File: src/rtl/lcd_pkg.sv
// -----------------------------------------------------------------------------
// lcd_pkg
// Shared definitions for the LCD command path:
//   - 4-bit LCD controller command encodings
//   - state encoding of the lcd_cmd_issuer sequencing FSM
//   - helper to recognise the image-write command
// -----------------------------------------------------------------------------
package lcd_pkg;

    // LCD controller command encodings
    localparam logic [3:0] CMD_WRITE     = 4'd0;
    localparam logic [3:0] CMD_SHIFT_UP  = 4'd1;
    localparam logic [3:0] CMD_SHIFT_DN  = 4'd2;
    localparam logic [3:0] CMD_SHIFT_LT  = 4'd3;
    localparam logic [3:0] CMD_SHIFT_RT  = 4'd4;
    localparam logic [3:0] CMD_MAX       = 4'd5;
    localparam logic [3:0] CMD_MIN       = 4'd6;
    localparam logic [3:0] CMD_AVG       = 4'd7;
    localparam logic [3:0] CMD_ROT_CW    = 4'd8;
    localparam logic [3:0] CMD_ROT_CCW   = 4'd9;
    localparam logic [3:0] CMD_MIRROR_X  = 4'd10;
    localparam logic [3:0] CMD_MIRROR_Y  = 4'd11;

    typedef enum logic [2:0] {
        StIdle,
        StWaitBusy,
        StWaitReady,
        StWaitDone,
        StFinish
    } issuer_state_e;

    // The write command ends the sequence: no busy handshake, wait for done.
    function automatic logic is_write_cmd(input logic [3:0] c);
        return c == CMD_WRITE;
    endfunction

endpackage

File: src/rtl/lcd_cmd_fifo.sv
// -----------------------------------------------------------------------------
// lcd_cmd_fifo
// Circular command buffer, DEPTH entries of 4 bits, registered (no fall-through).
// Ports:
//   clk, rst_n      clock, asynchronous active-low reset (clears pointers/data)
//   i_push, i_data  enqueue request and data (ignored when full)
//   i_pop           dequeue request (ignored when empty)
//   o_head          entry at the read pointer
//   o_count         occupancy 0..DEPTH
//   o_full, o_empty occupancy flags
// -----------------------------------------------------------------------------
module lcd_cmd_fifo
    import lcd_pkg::*;
#(
    parameter int unsigned DEPTH  = 8,
    parameter int unsigned ADDR_W = 3
) (
    input  logic              clk,
    input  logic              rst_n,
    input  logic              i_push,
    input  logic [3:0]        i_data,
    input  logic              i_pop,
    output logic [3:0]        o_head,
    output logic [ADDR_W:0]   o_count,
    output logic              o_full,
    output logic              o_empty
);

    localparam logic [ADDR_W:0] FullCount = (ADDR_W + 1)'(DEPTH);

    logic [3:0]        r_mem [DEPTH];
    logic [ADDR_W-1:0] r_wr_ptr;
    logic [ADDR_W-1:0] r_rd_ptr;
    logic [ADDR_W:0]   r_count;
    logic              w_push_ok;
    logic              w_pop_ok;

    assign o_full    = (r_count == FullCount);
    assign o_empty   = (r_count == '0);
    assign o_count   = r_count;
    assign o_head    = r_mem[r_rd_ptr];
    // A push on a full buffer is refused even when a pop happens the same cycle.
    assign w_push_ok = i_push & ~o_full;
    assign w_pop_ok  = i_pop & ~o_empty;

    always_ff @(posedge clk or negedge rst_n) begin
        if (!rst_n) begin
            r_wr_ptr <= '0;
            r_rd_ptr <= '0;
            r_count  <= '0;
            for (int i = 0; i < int'(DEPTH); i++) begin
                r_mem[i] <= '0;
            end
        end else begin
            if (w_push_ok) begin
                r_mem[r_wr_ptr] <= i_data;
                // DEPTH is a power of two, so the pointer wraps naturally.
                r_wr_ptr        <= r_wr_ptr + 1'b1;
            end
            if (w_pop_ok) begin
                r_rd_ptr <= r_rd_ptr + 1'b1;
            end
            unique case ({w_push_ok, w_pop_ok})
                2'b10:   r_count <= r_count + 1'b1;
                2'b01:   r_count <= r_count - 1'b1;
                default: r_count <= r_count;
            endcase
        end
    end

endmodule

File: src/rtl/lcd_cmd_issuer.sv
// -----------------------------------------------------------------------------
// lcd_cmd_issuer
// Buffers host LCD commands and issues them one at a time to the LCD
// controller, honouring its busy handshake. The write command (0) ends the
// sequence: after done the block parks in a terminal state until reset.
// Ports:
//   clk, reset            clock, asynchronous active-low reset
//   host_cmd, host_push   host enqueue interface
//   fifo_full, fifo_count buffer status
//   cmd, cmd_valid        registered command and one-cycle issue strobe
//   busy, done            LCD controller status
//   seq_done              sticky: write issued and done observed
//   err_drop              sticky: a host push was discarded
//   err_stall             sticky: busy did not rise within BUSY_WAIT cycles
// -----------------------------------------------------------------------------
module lcd_cmd_issuer
    import lcd_pkg::*;
#(
    parameter int unsigned DEPTH     = 8,
    parameter int unsigned ADDR_W    = 3,
    parameter int unsigned BUSY_WAIT = 2
) (
    input  logic            clk,
    input  logic            reset,
    input  logic [3:0]      host_cmd,
    input  logic            host_push,
    output logic            fifo_full,
    output logic [ADDR_W:0] fifo_count,
    output logic [3:0]      cmd,
    output logic            cmd_valid,
    input  logic            busy,
    input  logic            done,
    output logic            seq_done,
    output logic            err_drop,
    output logic            err_stall
);

    // Counter runs 0..BUSY_WAIT-1; reaching the last value without busy is a stall.
    localparam int unsigned WcntW = (BUSY_WAIT > 1) ? $clog2(BUSY_WAIT) : 1;
    localparam logic [WcntW-1:0] WcntLast = WcntW'(BUSY_WAIT - 1);

    issuer_state_e    r_state;
    issuer_state_e    w_state_d;
    logic [WcntW-1:0] r_wait_cnt;
    logic [WcntW-1:0] w_wait_cnt_d;
    logic [3:0]       r_cmd;
    logic [3:0]       w_cmd_d;
    logic             r_cmd_valid;
    logic             w_cmd_valid_d;
    logic             r_seq_done;
    logic             w_seq_done_d;
    logic             r_err_drop;
    logic             w_err_drop_d;
    logic             r_err_stall;
    logic             w_err_stall_d;

    logic             w_push;
    logic             w_pop;
    logic [3:0]       w_head;
    logic             w_full;
    logic             w_empty;

    // Host pushes are refused when full or once the sequence has finished.
    assign w_push = host_push & ~w_full & (r_state != StFinish);

    lcd_cmd_fifo #(
        .DEPTH  (DEPTH),
        .ADDR_W (ADDR_W)
    ) u_fifo (
        .clk     (clk),
        .rst_n   (reset),
        .i_push  (w_push),
        .i_data  (host_cmd),
        .i_pop   (w_pop),
        .o_head  (w_head),
        .o_count (fifo_count),
        .o_full  (w_full),
        .o_empty (w_empty)
    );

    always_comb begin
        w_state_d     = r_state;
        w_wait_cnt_d  = r_wait_cnt;
        w_cmd_d       = r_cmd;
        w_cmd_valid_d = 1'b0;
        w_pop         = 1'b0;
        w_seq_done_d  = r_seq_done;
        w_err_stall_d = r_err_stall;
        w_err_drop_d  = r_err_drop | (host_push & ~w_push);

        unique case (r_state)
            StIdle: begin
                // Busy high (e.g. initial image load) holds the head in place.
                if (!w_empty && !busy) begin
                    w_pop         = 1'b1;
                    w_cmd_d       = w_head;
                    w_cmd_valid_d = 1'b1;
                    if (is_write_cmd(w_head)) begin
                        w_state_d = StWaitDone;
                    end else begin
                        w_state_d    = StWaitBusy;
                        w_wait_cnt_d = '0;
                    end
                end
            end
            StWaitBusy: begin
                if (busy) begin
                    w_state_d = StWaitReady;
                end else if (r_wait_cnt == WcntLast) begin
                    w_err_stall_d = 1'b1;
                    w_state_d     = StIdle;
                end else begin
                    w_wait_cnt_d = r_wait_cnt + 1'b1;
                end
            end
            StWaitReady: begin
                if (!busy) begin
                    w_state_d = StIdle;
                end
            end
            StWaitDone: begin
                if (done) begin
                    w_seq_done_d = 1'b1;
                    w_state_d    = StFinish;
                end
            end
            StFinish: begin
                w_state_d = StFinish;
            end
            default: begin
                w_state_d = StIdle;
            end
        endcase
    end

    always_ff @(posedge clk or negedge reset) begin
        if (!reset) begin
            r_state     <= StIdle;
            r_wait_cnt  <= '0;
            r_cmd       <= '0;
            r_cmd_valid <= 1'b0;
            r_seq_done  <= 1'b0;
            r_err_drop  <= 1'b0;
            r_err_stall <= 1'b0;
        end else begin
            r_state     <= w_state_d;
            r_wait_cnt  <= w_wait_cnt_d;
            r_cmd       <= w_cmd_d;
            r_cmd_valid <= w_cmd_valid_d;
            r_seq_done  <= w_seq_done_d;
            r_err_drop  <= w_err_drop_d;
            r_err_stall <= w_err_stall_d;
        end
    end

    assign cmd       = r_cmd;
    assign cmd_valid = r_cmd_valid;
    assign fifo_full = w_full;
    assign seq_done  = r_seq_done;
    assign err_drop  = r_err_drop;
    assign err_stall = r_err_stall;

endmodule

File: config.mk
export PLATFORM = sky130hd
export DESIGN_NAME = lcd_cmd_issuer
export DESIGN_NICKNAME = d
export VERILOG_FILES = /design/src/rtl/lcd_pkg.sv /design/src/rtl/lcd_cmd_fifo.sv /design/src/rtl/lcd_cmd_issuer.sv
export SDC_FILE = /design/constraint.sdc
export NUM_CORES = 1
export LEC_CHECK = 0
export ABC_AREA = 1
export CORE_AREA = 4 4 99 101
export CTS_BUF_LIST = sky130_fd_sc_hd__clkbuf_16
export DETAILED_ROUTE_END_ITERATION = 7
export DIE_AREA = 0 0 103 105
export PLACE_DENSITY = 0.55
export SLEW_MARGIN = 20
export SYNTH_ARGS = -nofsm -noshare
export SYNTH_HDL_FRONTEND = slang
export SYNTH_HIERARCHICAL = 1
export SYNTH_SLANG_ARGS = --single-unit
File: constraint.sdc
create_clock -name clk -period 2.99 [get_ports clk]
set_clock_uncertainty 0.2 [all_clocks]
set_input_delay 0.7475 -clock clk [delete_from_list [all_inputs] [get_ports clk]]
set_output_delay 0.7475 -clock clk [all_outputs]
set_load 0.03 [all_outputs]
==> results of run 1 <==
==> per-stage QoR <==
step | instance area, sq um | power (uW) | std cells | worst slack [ns] | hold WS [ns]
finish | 3580 | 3940 | 535 | 0.278 | 0.200
CTS | 3580 | 3990 | 535 | 0.248 | 0.221
detailed placement | 3410 | 3320 | 527 | 0.0460 | 0.250
global route | 3580 | 4320 | 535 | 0.166 | 0.240
floorplan | 3090 | 2800 | 404 | 0.0236 | 0.242
global placement | 3410 | 3300 | 527 | 0.0542 | 0.238
==> worst max-delay path, delay by kind of cell, from the launching register on <==
family | cells | cell delay (ns)
buf+inv | 2 | 0.78
flops | 1 | 0.46
simple gates | 2 | 0.23
==> cell usage after synthesis (2+ instances only) <==
| cell | count | share of area, % |
|---|---|---|
| dfrtp_1 | 54 | 44 |
| nor2_4 | 6 | 2.2 |
| xor2_1 | 2 | 0.57 |
| nand2_1 | 157 | 19 |
| a21o_1 | 2 | 0.49 |
| nor2_1 | 41 | 5.0 |
| clkbuf_1 | 7 | 0.85 |
| buf_2 | 9 | 1.5 |
| nor2_2 | 6 | 1.2 |
| o21ai_0 | 4 | 0.65 |
| buf_6 | 2 | 0.73 |
| o21ai_1 | 4 | 0.65 |
| nand3_4 | 4 | 2.3 |
| xnor2_1 | 4 | 1.1 |
| inv_1 | 36 | 4.4 |
| nand3_1 | 9 | 1.5 |
| nand3_2 | 4 | 1.3 |
| ha_1 | 5 | 2.0 |
| nand4_1 | 32 | 6.5 |
| nand2_2 | 2 | 0.41 |
| inv_2 | 3 | 0.36 |
==> area by class of cell <==
class	instances	area [sq um]	area share [%]
Multi-Input combinational cell	289	1470	41.2
Sequential cell	54	1350	37.8
Timing Repair Buffer	32	288	8.04
Inverter	41	161	4.51
Tap cell	111	139	3.88
Clock buffer	5	125	3.50
Clock inverter	3	40.0	1.12
==> registers in the layout, indices dropped and copies added (netlist names) <==
signal	cells
u_fifo/o_count	4
cmd	4
cmd_valid	1
r_wait_cnt	1
r_state	3
u_fifo/r_mem	32
err_drop	1
seq_done	1
err_stall	1
u_fifo/r_rd_ptr	3
u_fifo/r_wr_ptr	3
==> worst paths after layout <==
kind                                     endpoint  slack, ns  depth (start not counted)
worst max-delay path                    fifo_full       0.28                          4
worst min-delay path                    cmd_valid       0.20                          1
worst max register to register  u_fifo/o_count[3]       0.49                         15
worst min register to register          err_stall       0.26                          1
max in group asynchronous        u_fifo/r_mem[21]       1.75                          2
min in group clk                        err_stall       0.26                          1
==> layer usage <==
layer	global-route usage, %	up-vias
met1	18.8	1181
met5	0	-
met3	2.00	8
met4	4.44	0
met2	21.1	37
li1	-	1310
==> cell families after synthesis <==
logic type / Yosys count / share of synthesized area, %
buffers and inverters: 61 / 8.64
AND/OR/NAND/NOR: 265 / 40.9
AO/OA/AOI/OAI: 12 / 2.31
flip-flops: 54 / 43.8
XOR/XNOR: 6 / 1.70
adder cells (fa/ha/maj): 6 / 2.68
==> power by group through the flow <==
stage               Clock (uW)  Combinational (uW)  Sequential (uW)
finish                     651                1960             1330
global route               701                2240             1380
CTS                        668                1990             1330
detailed placement           0                1980             1340
global placement             0                1960             1330
floorplan                    0                1410             1380
==> flow_summary.yaml, run 1 <==
detailed_routing:
  drt-met1-wl_um: 3360
  wl_met2_um: 3180
  initialDrtViolationCount: 138
  detail-route-antenna-nets: 0
  vias_per_cell: 4.74
  route.met3.wl_um: 169
  routed_wl_um: 6810
  drc_errors: 0
  route.vias.total: 2536
  wl_per_cell_um: 12.7
  dr.pass1.iters: 4
  highest_layer: "met4"
layout:
  n_antenna_cell: 0
  final_common_cell: "nand2_1"
  layout.nets: 438
  drive_gt1_share_pct: 12.0
  fill_cells: 944
  synthToLayoutAreaGrowth_pct: 15.9
  final_core_util_pct: 39.7
  layout_common_cells: "nand2_1, dfrtp_1, nor2_1"
worst_setup_path:
  cp.required_ns: 2.04
  slowest_stage: "clkdlybuf4s50_1"
  arrival_ns: 1.76
  worstPathCellList: "nor2_4 > nand3_4 > inv_1 > clkdlybuf4s50_1"
  cp_max_fo: 5
  critPathKind: "reg2out"
  rr_startpoint: "u_fifo/o_count[0]"
  start_kind: "register"
  max_stage_delay_ns: 0.68
  critPathLaunch: "u_fifo/o_count[0]"
  worstSetupEndpointType: "primary output"
timing:
  rsz0062_at_grt: "false"
  slew_violations: 0
  max_slew_margin_pct: 66.9
  setup_viol: 0
  tightest_slew_ns: 0.497
  fin_crit_ns: 2.71
  max_freq_mhz: 369
  min_period_over_period_pct: 90.7
  hold_viol_final: 0
  setup_tns_ns: 0
cts:
  cts.htree.levels: 2
  clk_latency_ns: 0.29
  cts_resized: 0
  cts_buffer_depth: 2
  cts.sinks: 54
  holdBufCountCts: 0
  cts_tree: "built"
  clock-root-buffer: "clkbuf_16"
  path_clk_slew_ns: 0.07
  post_cts_buffers: 0
  numCtsBuffers: 5
power_and_ir_drop:
  p_switching_uw: 1760
  clock_power_share_pct: 16.5
  vdd_ir_drop_max_mv: 0.386
  leakage_uw: 0.00182
  switching_share_pct: 44.7
  power_density_mw_per_mm2: 1100
  power.share.sequential_pct: 33.7
  p_comb_share_pct: 49.8
  p_int_uw: 2180
die:
  die_x_um: 103
  initial_core_util_pct: 34.2
  rows: 35
  dieArea_sq_mm: 0.0108
  boundaryPins: 22
  fp.dieH_um: 105
  design.core.area_sq_mm: 0.00902
logic_synthesis:
  synth-async-reset-ratio_pct: 100
  syn_area_per_cell_sq_um: 7.64
  yosysSeqAreaShare_pct: 43.8
  synth.distinct_cells: 32
  synthesis.nets: 419
  synth_seq_cells: 54
  synth_edf_count: 0
  syn_inst: 404
  synthesis.area_sq_mm: 0.00309
  synth_flop_cell: "dfrtp_1"
  ys_warn_count: 6
run:
  maxCapViolCount: 0
global_route:
  grt_pass1_vias: 2412
  antenna_found_initial: 0
  grt_max_degree: 43
  grt_usage_pct: 13.5
  grt_pass1_wl_um: 11600
  grt_overflow: 0
placed_design:
  numPortBuffers: 21
  place_congestion: 0.743
  dp_hpwl_um: 4820
hold_path:
  hp-class: "in2async"
run_status:
  outcome: "finished, final reports clean"
Power figures use the tool's default switching activity.
==> inputs of run 2 (changes only) <==
- CTS_CLUSTER_SIZE: default -> 20
- DONT_BUFFER_PORTS: default -> 1
- GPL_TIMING_DRIVEN: default -> 0
- PLACE_DENSITY: 0.55 -> 0.51
==> run 2 against run 1 <==
Compared with the run above: clock power decreased by 2%; die area is the same; cell area shrank 2.6%; setup slack lost 0.094 ns; utilization shrank 1.0 points; wire length up 8.3%; non-clock buffer count decreased by 6; via count fell by 0.12%; combinational power down 8%; hold slack worse by 0.078 ns; critical path depth is 10 higher; largest power group unchanged.
==> flow_summary.yaml, run 2 (synthesis gave the netlist of run 1 again) <==
run_status:
  outcome: "finished, final reports clean"
layout:
  layout.nets: 432
  largest_reg_flops: 32
  synthToLayoutAreaGrowth_pct: 12.9
  regMostFlops: "u_fifo/r_mem"
  drive_gt1_share_pct: 14.9
  final_common_cell: "nand2_1"
  n_antenna_cell: 0
  layout_common_cells: "nand2_1, dfrtp_1, nor2_1"
  final_core_util_pct: 38.6
timing:
  setup_viol: 0
  hold_viol_final: 0
  setup_tns_ns: 0
  fin_crit_ns: 2.81
  fin_hold_ws_ns: 0.122
  rsz0062_at_grt: "false"
  max_freq_mhz: 356
  tightest_slew_ns: 0.513
  max_slew_margin_pct: 65.8
  min_period_over_period_pct: 93.8
  slew_violations: 0
detailed_routing:
  wl_met2_um: 3460
  initialDrtViolationCount: 170
  routed_wl_um: 7370
  dr.pass1.iters: 4
  drt-met1-wl_um: 3520
  vias_per_cell: 4.80
  highest_layer: "met4"
  route.vias.total: 2533
  drc_errors: 0
  detail-route-antenna-nets: 0
  wl_per_cell_um: 14.0
  route.met3.wl_um: 324
cts:
  clock-root-buffer: "clkbuf_16"
  path_clk_slew_ns: 0.07
  cts_buffer_depth: 2
  cts.htree.levels: 2
  clk_latency_ns: 0.29
  cts.sinks: 54
  cts_tree: "built"
  numCtsBuffers: 5
global_route:
  grt_pass1_vias: 2476
  grt_overflow: 0
  antenna_found_initial: 0
  grt_usage_pct: 14.7
  grt_max_degree: 55
  grt_pass1_wl_um: 12500
hold_path:
  hp-class: "in2async"
power_and_ir_drop:
  p_int_uw: 2110
  vdd_ir_drop_max_mv: 0.305
  power_density_mw_per_mm2: 1120
  p_comb_share_pct: 46.6
  switching_share_pct: 45.8
  power.share.sequential_pct: 36.9
  leakage_uw: 0.00177
  p_switching_uw: 1780
  power_uw: 3890
  clock_power_share_pct: 16.5
die:
  die_x_um: 103
  design.core.area_sq_mm: 0.00902
  fp.dieH_um: 105
  boundaryPins: 22
  initial_core_util_pct: 34.2
  rows: 35
  dieArea_sq_mm: 0.0108
worst_setup_path:
  max_stage_delay_ns: 0.52
  cp_max_fo: 5
  reg2reg_setup_slack_ns: 0.18
  arrival_ns: 2.78
  rr_endpoint: "u_fifo/o_count[3]"
  cp.required_ns: 2.97
  rr_startpoint: "u_fifo/o_count[0]"
  worstSetupEndpointType: "register"
  slowest_stage: "dfrtp_2"
  worstPathCellList: "nor2_4 > nand3_4 > buf_8 > clkinvlp_4 > nor3b_2 > buf_4 > nand2_4 > ha_2 > ha_1 > or2_2 > nand2_1 > nand2_1 > nand3_1 > nand2_1"
  path_common_cell: "nand2_1"
  cp_top_family: "simple AND/OR/NAND/NOR gates"
  cp_num_buf_inv: 3
  reg2reg_depth: 14
  start_kind: "register"
  critPathKind: "reg2reg"
run:
  maxCapViolCount: 0
placed_design:
  dp_hpwl_um: 5280
  numPortBuffers: 0
  place_congestion: 0.812
run 2: changes by cell type in the layout (fill, tap and decap cells not counted), sizes merged:
cell           delta
buf               +7
clkbuf            +7
clkdlybuf4s50    -20
clkinv            -1
clkinvlp          +1
inv               -1
run 2: worst max path at each step:
stage | startpoint | to | slack [ns] | depth (start not counted)
finish | u_fifo/o_count[0] | u_fifo/o_count[3] | 0.18 | 14
global route | u_fifo/o_count[0] | u_fifo/o_count[3] | 0.02 | 14
CTS | u_fifo/o_count[0] | u_fifo/o_count[3] | 0.03 | 14
detailed placement | u_fifo/o_count[2] | u_fifo/o_count[3] | -0.38 | 14
global placement | u_fifo/o_count[2] | u_fifo/o_count[3] | -0.37 | 14
floorplan | u_fifo/o_count[2] | u_fifo/o_count[3] | 0.02 | 14
run 2: repair_timing:
item	CTS	global route
resized for setup	11	2
hold buffers	1	0
endpoints found under the hold margin	54	0
buffers inserted	1	4
endpoints found under the setup margin	3	1
pin swaps	1	1
run 2: per-layer routing:
metal / track usage [%] / vias to the layer above
met5: 0 / -
met4: 4.16 / 0
met3: 2.94 / 4
met2: 23.5 / 46
met1: 20.1 / 1189
li1: - / 1294
run 2: area by class of cell:
type,count,area (sq um)
inverter,41,165
fill,955,5540
sequential,54,1360
clock inverter,2,33.8
multi-input combinational,289,1480
clock buffer,5,125
tap,111,139
timing repair buffer,6,65.1
buffer,20,118
run 2: through the flow:
stage               setup WS (ns)  cell area, sq um  std cells
finish                      0.184              3480        528
global route               0.0222              3480        528
CTS                        0.0283              3450        524
detailed placement         -0.379              3220        515
global placement           -0.372              3220        515
floorplan                  0.0236              3090        404
run 2: power by group through the flow:
stage          Sequential [uW]  Clock [uW]  Combinational (uW)
2_1_floorplan             1380           0                1410
3_3_place_gp              1440           0                1740
3_5_place_dp              1450           0                1760
4_1_cts                   1440         667                1810
5_1_grt                   1490         704                2110
6_report                  1440         641                1810
